File: config.mk
export PLATFORM = sky130hd
export DESIGN_NAME = ahb_resp_mux
export DESIGN_NICKNAME = d
export VERILOG_FILES = /design/src/rtl/ahb_mux_pkg.sv /design/src/rtl/ahb_default_slave.sv /design/src/rtl/ahb_resp_mux.sv
export SDC_FILE = /design/constraint.sdc
export NUM_CORES = 1
export LEC_CHECK = 0
export CORE_ASPECT_RATIO = 0.5
export CORE_UTILIZATION = 19
export CTS_CLUSTER_DIAMETER = 40
export DETAILED_ROUTE_END_ITERATION = 10
export GPL_ROUTABILITY_DRIVEN = 1
export GPL_TIMING_DRIVEN = 0
export MAX_ROUTING_LAYER = met4
export PLACE_DENSITY = 0.81
export SLEW_MARGIN = 10
export SYNTH_ARGS = -nofsm -noshare
export SYNTH_HDL_FRONTEND = slang
export SYNTH_HIERARCHICAL = 1
export SYNTH_SLANG_ARGS = --single-unit
File: constraint.sdc
create_clock -name HCLK -period 1.76 [get_ports HCLK]
set_input_delay 0.264 -clock HCLK [delete_from_list [all_inputs] [get_ports HCLK]]
set_output_delay 0.264 -clock HCLK [all_outputs]
set_load 0.1 [all_outputs]
File: src/rtl/ahb_mux_pkg.sv
// Shared encodings for the AHB data-phase response multiplexer.
// Response/transfer codes, select bit positions, default-slave states.
package ahb_mux_pkg;

    localparam logic [1:0] RESP_OKAY  = 2'b00;
    localparam logic [1:0] RESP_ERROR = 2'b01;
    localparam logic [1:0] RESP_RETRY = 2'b10;
    localparam logic [1:0] RESP_SPLIT = 2'b11;

    localparam logic [1:0] TRANS_IDLE   = 2'b00;
    localparam logic [1:0] TRANS_BUSY   = 2'b01;
    localparam logic [1:0] TRANS_NONSEQ = 2'b10;
    localparam logic [1:0] TRANS_SEQ    = 2'b11;

    localparam int IDX_S1  = 0;
    localparam int IDX_S2  = 1;
    localparam int IDX_S3  = 2;
    localparam int IDX_S4  = 3;
    localparam int IDX_S5  = 4;
    localparam int IDX_DEF = 5;
    localparam int NUM_SEL = 6;

    localparam logic [NUM_SEL-1:0] SEL_DEF = 6'b10_0000;

    typedef enum logic [1:0] {
        DS_OK   = 2'b00,
        DS_ERR1 = 2'b01,
        DS_ERR2 = 2'b10
    } ds_state_e;

    function automatic logic trans_active(input logic [1:0] trans);
        return (trans == TRANS_NONSEQ) || (trans == TRANS_SEQ);
    endfunction

endpackage

File: src/rtl/ahb_default_slave.sv
// Bus default slave: zero-wait OKAY for idle/busy, two-cycle ERROR
// for any active transfer that reaches an unmapped address.
module ahb_default_slave
    import ahb_mux_pkg::*;
(
    input  logic       HCLK,
    input  logic       HRESET,
    input  logic       sel,
    input  logic       active,
    input  logic       hready_in,
    output logic       HREADYOUT,
    output logic [1:0] HRESP
);

    ds_state_e state_q;
    logic      go_err;

    assign go_err = sel && active;

    // Frozen while a wait-stated real slave holds the bus; ERR1 is our own stall.
    always_ff @(posedge HCLK) begin
        if (HRESET) begin
            state_q   <= DS_OK;
            HREADYOUT <= 1'b1;
            HRESP     <= RESP_OKAY;
        end else if (hready_in || state_q == DS_ERR1) begin
            unique case (state_q)
                DS_OK: begin
                    if (go_err) begin
                        state_q   <= DS_ERR1;
                        HREADYOUT <= 1'b0;
                        HRESP     <= RESP_ERROR;
                    end
                end
                DS_ERR1: begin
                    state_q   <= DS_ERR2;
                    HREADYOUT <= 1'b1;
                    HRESP     <= RESP_ERROR;
                end
                DS_ERR2: begin
                    if (go_err) begin
                        state_q   <= DS_ERR1;
                        HREADYOUT <= 1'b0;
                        HRESP     <= RESP_ERROR;
                    end else begin
                        state_q   <= DS_OK;
                        HREADYOUT <= 1'b1;
                        HRESP     <= RESP_OKAY;
                    end
                end
                default: begin
                    state_q   <= DS_OK;
                    HREADYOUT <= 1'b1;
                    HRESP     <= RESP_OKAY;
                end
            endcase
        end
    end

endmodule

File: src/rtl/ahb_resp_mux.sv
// AHB data-phase response mux: registers decoder selects in the address
// phase and returns the selected slave's HRDATA/HREADY/HRESP.
module ahb_resp_mux
    import ahb_mux_pkg::*;
#(
    parameter int                   DATA_BITS     = 32,
    parameter logic [DATA_BITS-1:0] DEFAULT_RDATA = '0
) (
    input  logic                 HCLK,
    input  logic                 HRESET,
    input  logic                 HSELDefault,
    input  logic                 HSEL_S1,
    input  logic                 HSEL_S2,
    input  logic                 HSEL_S3,
    input  logic                 HSEL_S4,
    input  logic                 HSEL_S5,
    input  logic [1:0]           HTRANS,
    input  logic [DATA_BITS-1:0] HRDATA_S1,
    input  logic [DATA_BITS-1:0] HRDATA_S2,
    input  logic [DATA_BITS-1:0] HRDATA_S3,
    input  logic [DATA_BITS-1:0] HRDATA_S4,
    input  logic [DATA_BITS-1:0] HRDATA_S5,
    input  logic                 HREADY_S1,
    input  logic                 HREADY_S2,
    input  logic                 HREADY_S3,
    input  logic                 HREADY_S4,
    input  logic                 HREADY_S5,
    input  logic [1:0]           HRESP_S1,
    input  logic [1:0]           HRESP_S2,
    input  logic [1:0]           HRESP_S3,
    input  logic [1:0]           HRESP_S4,
    input  logic [1:0]           HRESP_S5,
    output logic                 HREADY,
    output logic [1:0]           HRESP,
    output logic [DATA_BITS-1:0] HRDATA
);

    logic [NUM_SEL-1:0] sel_d;
    logic [NUM_SEL-1:0] sel_q;
    logic               trans_q;
    logic               active;
    logic               ds_hready;
    logic [1:0]         ds_resp;

    assign active = trans_active(HTRANS);

    // Real slaves win over the default select; lowest index wins among them.
    always_comb begin
        sel_d = '0;
        if (HSEL_S1)      sel_d[IDX_S1]  = 1'b1;
        else if (HSEL_S2) sel_d[IDX_S2]  = 1'b1;
        else if (HSEL_S3) sel_d[IDX_S3]  = 1'b1;
        else if (HSEL_S4) sel_d[IDX_S4]  = 1'b1;
        else if (HSEL_S5) sel_d[IDX_S5]  = 1'b1;
        else              sel_d[IDX_DEF] = 1'b1;
    end

    always_ff @(posedge HCLK) begin
        if (HRESET) begin
            sel_q   <= SEL_DEF;
            trans_q <= 1'b0;
        end else if (HREADY) begin
            sel_q   <= sel_d;
            trans_q <= active;
        end
    end

    ahb_default_slave u_default (
        .HCLK      (HCLK),
        .HRESET    (HRESET),
        .sel       (sel_d[IDX_DEF]),
        .active    (active),
        .hready_in (HREADY),
        .HREADYOUT (ds_hready),
        .HRESP     (ds_resp)
    );

    always_comb begin
        HRDATA = DEFAULT_RDATA;
        HREADY = ds_hready;
        HRESP  = ds_resp;
        unique case (1'b1)
            sel_q[IDX_S1]: begin
                HRDATA = HRDATA_S1;
                HREADY = HREADY_S1;
                HRESP  = HRESP_S1;
            end
            sel_q[IDX_S2]: begin
                HRDATA = HRDATA_S2;
                HREADY = HREADY_S2;
                HRESP  = HRESP_S2;
            end
            sel_q[IDX_S3]: begin
                HRDATA = HRDATA_S3;
                HREADY = HREADY_S3;
                HRESP  = HRESP_S3;
            end
            sel_q[IDX_S4]: begin
                HRDATA = HRDATA_S4;
                HREADY = HREADY_S4;
                HRESP  = HRESP_S4;
            end
            sel_q[IDX_S5]: begin
                HRDATA = HRDATA_S5;
                HREADY = HREADY_S5;
                HRESP  = HRESP_S5;
            end
            default: begin
            end
        endcase
    end

    // An idle/busy data phase owned by the default slave never stalls.
    a_idle_def_ready : assert property (
        @(posedge HCLK) disable iff (HRESET)
        (sel_q[IDX_DEF] && !trans_q) |-> HREADY
    );

endmodule

### After elaboration in Yosys (flattened, before gate mapping)

Cells that the tools add are included.

| operators by class | value |
|---|---|
| mux-type cells | 20 |
| reductions and logical operators | 5 |
| eq/ne operators | 5 |

Operators by type and width:

| cell | number |
|---|---|
| 32-bit case mux with 5 select lines | 1 |
| 2-bit case mux with 3 select lines | 2 |
| 2-bit case mux with 5 select lines | 1 |
| 1-bit 2-to-1 mux | 9 |
| 2-bit equality test (second input constant) | 3 |
| 5-bit 2-to-1 mux | 1 |
| 1-bit case mux with 5 select lines | 1 |
| 2-bit 2-to-1 mux | 2 |
| 4-bit 2-to-1 mux | 1 |
| 3-bit 2-to-1 mux | 1 |
| 2-bit by 1-bit equality test with 1-bit output (second input constant) | 1 |
| 2-bit logical NOT | 1 |
| 1-bit logical OR | 2 |
| 2-bit by 1-bit inequality test with 1-bit output (second input constant) | 1 |
| 1-bit case mux with 2 select lines | 1 |
| 2-bit AND reduction | 1 |
| 1-bit logical AND | 1 |

| word-level totals | value |
|---|---|
| word-level logic and storage cells | 34 |
| register bits | 10 |
| bits of input ports | 185 |
| output and inout bits | 35 |

### Longest topological paths before layout

| depth | value |
|---|---|
| depth in word-level cells | 8 |
| mapped depth | 8 |
| depth with buffers taken out | 6 |

### By module

The synthesis kept the hierarchy.

By module, submodules not included:

| module | cells an instance | instances | sequential area each (µm²) | area an instance (µm²) |
|---|---|---|---|---|
| ahb_resp_mux | 160 | 1 | 100.1 | 1117.3 |
| ahb_default_slave | 18 | 1 | 80.1 | 158.9 |

### Worst setup path before layout

Ideal clock, no wire load.

| path | value |
|---|---|
| path type | reg-to-reg |
| start point | reg sel_q[4] |
| end point | reg u_default.HREADYOUT |
| stages on the path, launching flop included | 9 |
| clock period less this slack | 3496 ps |
| buffers on the path | 2 |
| setup time | 127 ps |
| required time | 1633 ps |
| arrival time | 3368 ps |
| path slack | -1736 ps |
| path through | dfxtp_1 -> buf_2 -> or4_4 -> or2_0 -> buf_6 -> a21oi_1 -> nand4b_1 -> nor2_1 -> nor2_1 |

| between the ends | value |
|---|---|
| word-level cells in the longest chain between the ends | 3 |

Ends and longest elaborated chain:

| what | RTL line | source |
|---|---|---|
| from (decl) | ahb_resp_mux.sv:39 | `logic [NUM_SEL-1:0] sel_q;` |
| from (signal assigned) | ahb_resp_mux.sv:63 | `sel_q <= sel_d;` |
| 1-bit case mux with 5 select lines | ahb_resp_mux.sv:82 | `unique case (1'b1)` |
| via HREADY | ahb_resp_mux.sv:33 | `output logic HREADY,` |
| 1-bit logical OR | ahb_default_slave.sv:26 | `end else if (hready_in \|\| state_q == DS_ERR1) begin` |
| 2-bit AND reduction (no line) | - |  |
| to (signal assigned) | ahb_default_slave.sv:24 | `HREADYOUT <= 1'b1;` |
| to (signal assigned) | ahb_default_slave.sv:31 | `HREADYOUT <= 1'b0;` |
| to (signal assigned) | ahb_default_slave.sv:37 | `HREADYOUT <= 1'b1;` |
| to (decl) | ahb_default_slave.sv:11 | `output logic HREADYOUT,` |

The timed path passes the listed nets, and every way through them passes these cells.
A chain may end at the register's enable or synchronous reset.

### Worst setup path in the final report

| path | value |
|---|---|
| start point | reg sel_q[4] |
| end point | out HRESP[1] |

| between the ends | value |
|---|---|
| word-level cells in the longest chain between the ends | 1 |

Ends and longest elaborated chain:

| what | RTL line | source |
|---|---|---|
| 2-bit case mux with 5 select lines | ahb_resp_mux.sv:82 |  |
| to (decl) | ahb_resp_mux.sv:34 | `output logic [1:0] HRESP,` |

Every way passes these cells.

==> out/results.ini <==
[outcome]
status = finished, violations left
failed_checks = negative setup slack

[die]
die_h_um = 60.0
ios = 220
dieArea_um2 = 7070
start_util = 0.203
chipWidth_um = 118
coreArea_um2 = 6280
row_count = 20

[sta]
fmax_mhz = 455
fin_crit_ps = 2200
finalWorstSetupSlack_ps = -435
setup_viol = 41
rsz0062_at_grt = yes
hold_slack_ps = 403
skew_ps = 1.14
hold_violations = 0
finalSetupTns_ps = -5920
period_share = 1.25
maxSlewViolCount = 0

[routing]
routed_wirelength_um = 10300
wl_per_cell_um = 20.9
drc_errors = 0
viasPerCell = 5.56
drtAntennaViolNets = 0
firstDrtPassIters = 6
num_vias = 2753
drt_first_iter_violations = 294

[clock_tree]
cts_buffer_depth = 2
cts_tree = built
clkTransAtPathRegs_ps = 40
cts_hold_buffers = 0
htreeDepth = 1
clock_latency_ps = 230
clock_sinks = 9
cts_buffers = 3
root_buffer = clkbuf_16

[placed_design]
hpwl_um = 7540
portBuffers = 216
place.gp.congestion = 0.850
dp_cells = 482
dp_worst_setup_slack_ps = -1210

[setup_path]
critPathCaptureType = output port
critical_path.max_fanout = 6
r2r-start = sel_q[4]$_SDFFE_PP0P_
rr_worst_depth = 7
timing.rr.end = u_default/HREADYOUT$_SDFFE_PP1P_
start_kind = flop
rrSetupSlack_ps = -400
required_ps = 1500
crit_arrival_ps = 1930
worst-setup-path-type = reg -> out

[synthesis]
syn_area_per_cell_um2 = 7.17
ys_seq_area_frac = 0.141
syn_area_um2 = 1280
synth-adder-area-share = 0
async_flop_share = 0
synth_edf_count = 0
synth-compound-area-share = 0.571
synth_top_family_by_area = compound AO/OA/AOI/OAI gates
yosys_register_bits = 9
ys.warnings.count = 6
synth_top_area_share = 0.275
syn_inst = 178
synth_simple_gate_area_frac = 0.186
synthFlopType = dfxtp_1
synth_commonest_cells = nand2_1, a222oi_1, a22oi_1
synth.largest_area_cell = a222oi_1
yosysMostFrequentCell = nand2_1
syn-num-nets = 363
synthXorXnorAreaFrac = 0
synth_top_cells_by_area = a222oi_1, a22oi_1, dfxtp_1, nand2_1, clkbuf_1
synth_mux_area_frac = 0
yosysUniqueCellTypes = 31

[global_route]
grt_use_total = 0.265
grt_max_degree = 11
grt_overflow = 0
grt_first_pass_wirelength_um = 14300
grt_pass1_vias = 2771
antenna_found_initial = 0

[final_layout]
fin_nets = 593
final_cells = 495
num-fill-cells = 477
antenna_cells = 0
drive_gt1_frac = 0.287
synthToLayoutAreaGrowth_pct = 229

[hold_path]
min-delay-start = HTRANS[1]
hold_class = in -> reg
min_path_cells = 3
min_delay_worst_endpoint = u_default/HRESP[0]$_SDFFE_PP0P_

[power_and_ir_drop]
cellPowerDensity_nw_per_um2 = 798
vdd_drop_max_uv = 473
leakage_uw = 0.00166

[flow_run]
cap_violations = 0

==> stage by stage <==
step / util / total power [uW] / cell area, um2
final: 0.669 / 3350 / 4200
after floorplan: - / 1800 / 1400
after global routing: 0.669 / 3440 / 4200
after CTS: 0.644 / 3260 / 4040
after global placement: 0.584 / 2590 / 3670
after detailed placement: 0.584 / 2620 / 3670
==> flip-flops by register name (all words and copies together) (netlist names) <==
register,count
u_default/HREADYOUT,1
u_default/state_q,2
sel_q,5
u_default/HRESP,1
==> cell type report <==
class | count | area [um2] | share of cell area
buffer | 19 | 204 | 0.0485
clock buffer | 4 | 78.8 | 0.0188
inverter | 4 | 15.0 | 0.00357
multi-input combinational | 141 | 1130 | 0.270
sequential | 9 | 190 | 0.0453
tap | 88 | 110 | 0.0262
timing repair buffer | 230 | 2470 | 0.588
==> repair_timing <==
action | in CTS | in global routing
endpoints found under the setup margin | 44 | 44
buffers inserted | 6 | 5
gates cloned | 2 | 2
endpoints found under the hold margin | 0 | 0
resized for setup | 305 | 27
pin swaps | 41 | 18
==> layer usage <==
| metal | vias to the layer above | GRT usage | share of wire |
|---|---|---|---|
| li1 | 1213 | - | - |
| met2 | 172 | 0.498 | 0.52 |
| met5 | - | - | 0 |
| met3 | 28 | 0.0391 | 0.070 |
| met1 | 1340 | 0.298 | 0.39 |
| met4 | 0 | 0.0842 | 0.019 |
==> kinds of logic (layout without fill, tap and decap cells) <==
family,after synthesis,count (layout)
compound gates,85,85
simple gates,55,55
buf+inv,28,257
flops,9,9
other cells,1,1
==> critical path: stages, from the launching register on <==
cell and delay, ps:
dfxtp_4 350, or4_4 520, or2_1 250, buf_6 160, a31oi_4 210, buf_12 200
==> report_power, final <==
group,switching [uW],internal (uW)
Sequential,17.8,216
Combinational,1690,1030
Clock,94.3,302
==> cell usage in the layout, fill, tap and decap left out, types with 2 or more instances in the layout <==
cell type / count
a21oi_1: 3
a222oi_1: 35
a22oi_1: 33
a31oi_4: 2
a32o_1: 2
buf_12: 9
buf_2: 2
buf_4: 7
buf_6: 31
buf_8: 5
clkbuf_1: 2
clkbuf_16: 8
clkbuf_2: 2
clkbuf_4: 4
clkbuf_8: 2
clkdlybuf4s50_1: 181
dfxtp_1: 5
dfxtp_2: 2
dfxtp_4: 2
inv_1: 4
nand2_1: 6
nand2_2: 31
nor2_1: 6
nor2_4: 2
==> worst max-delay path by stage <==
stage	end	startpoint	slack, ps
CTS	HREADY	sel_q[3]$_SDFFE_PP0P_	-450
global route	HRESP[1]	sel_q[4]$_SDFFE_PP0P_	-470
finish	HRESP[1]	sel_q[4]$_SDFFE_PP0P_	-440
global placement	HREADY	sel_q[1]$_SDFFE_PP0P_	-1200
floorplan	u_default/HREADYOUT$_SDFFE_PP1P_	sel_q[3]$_SDFFE_PP0P_	-650
detailed placement	HREADY	sel_q[1]$_SDFFE_PP0P_	-1210
Note: power is estimated with default switching activity, not from simulation.
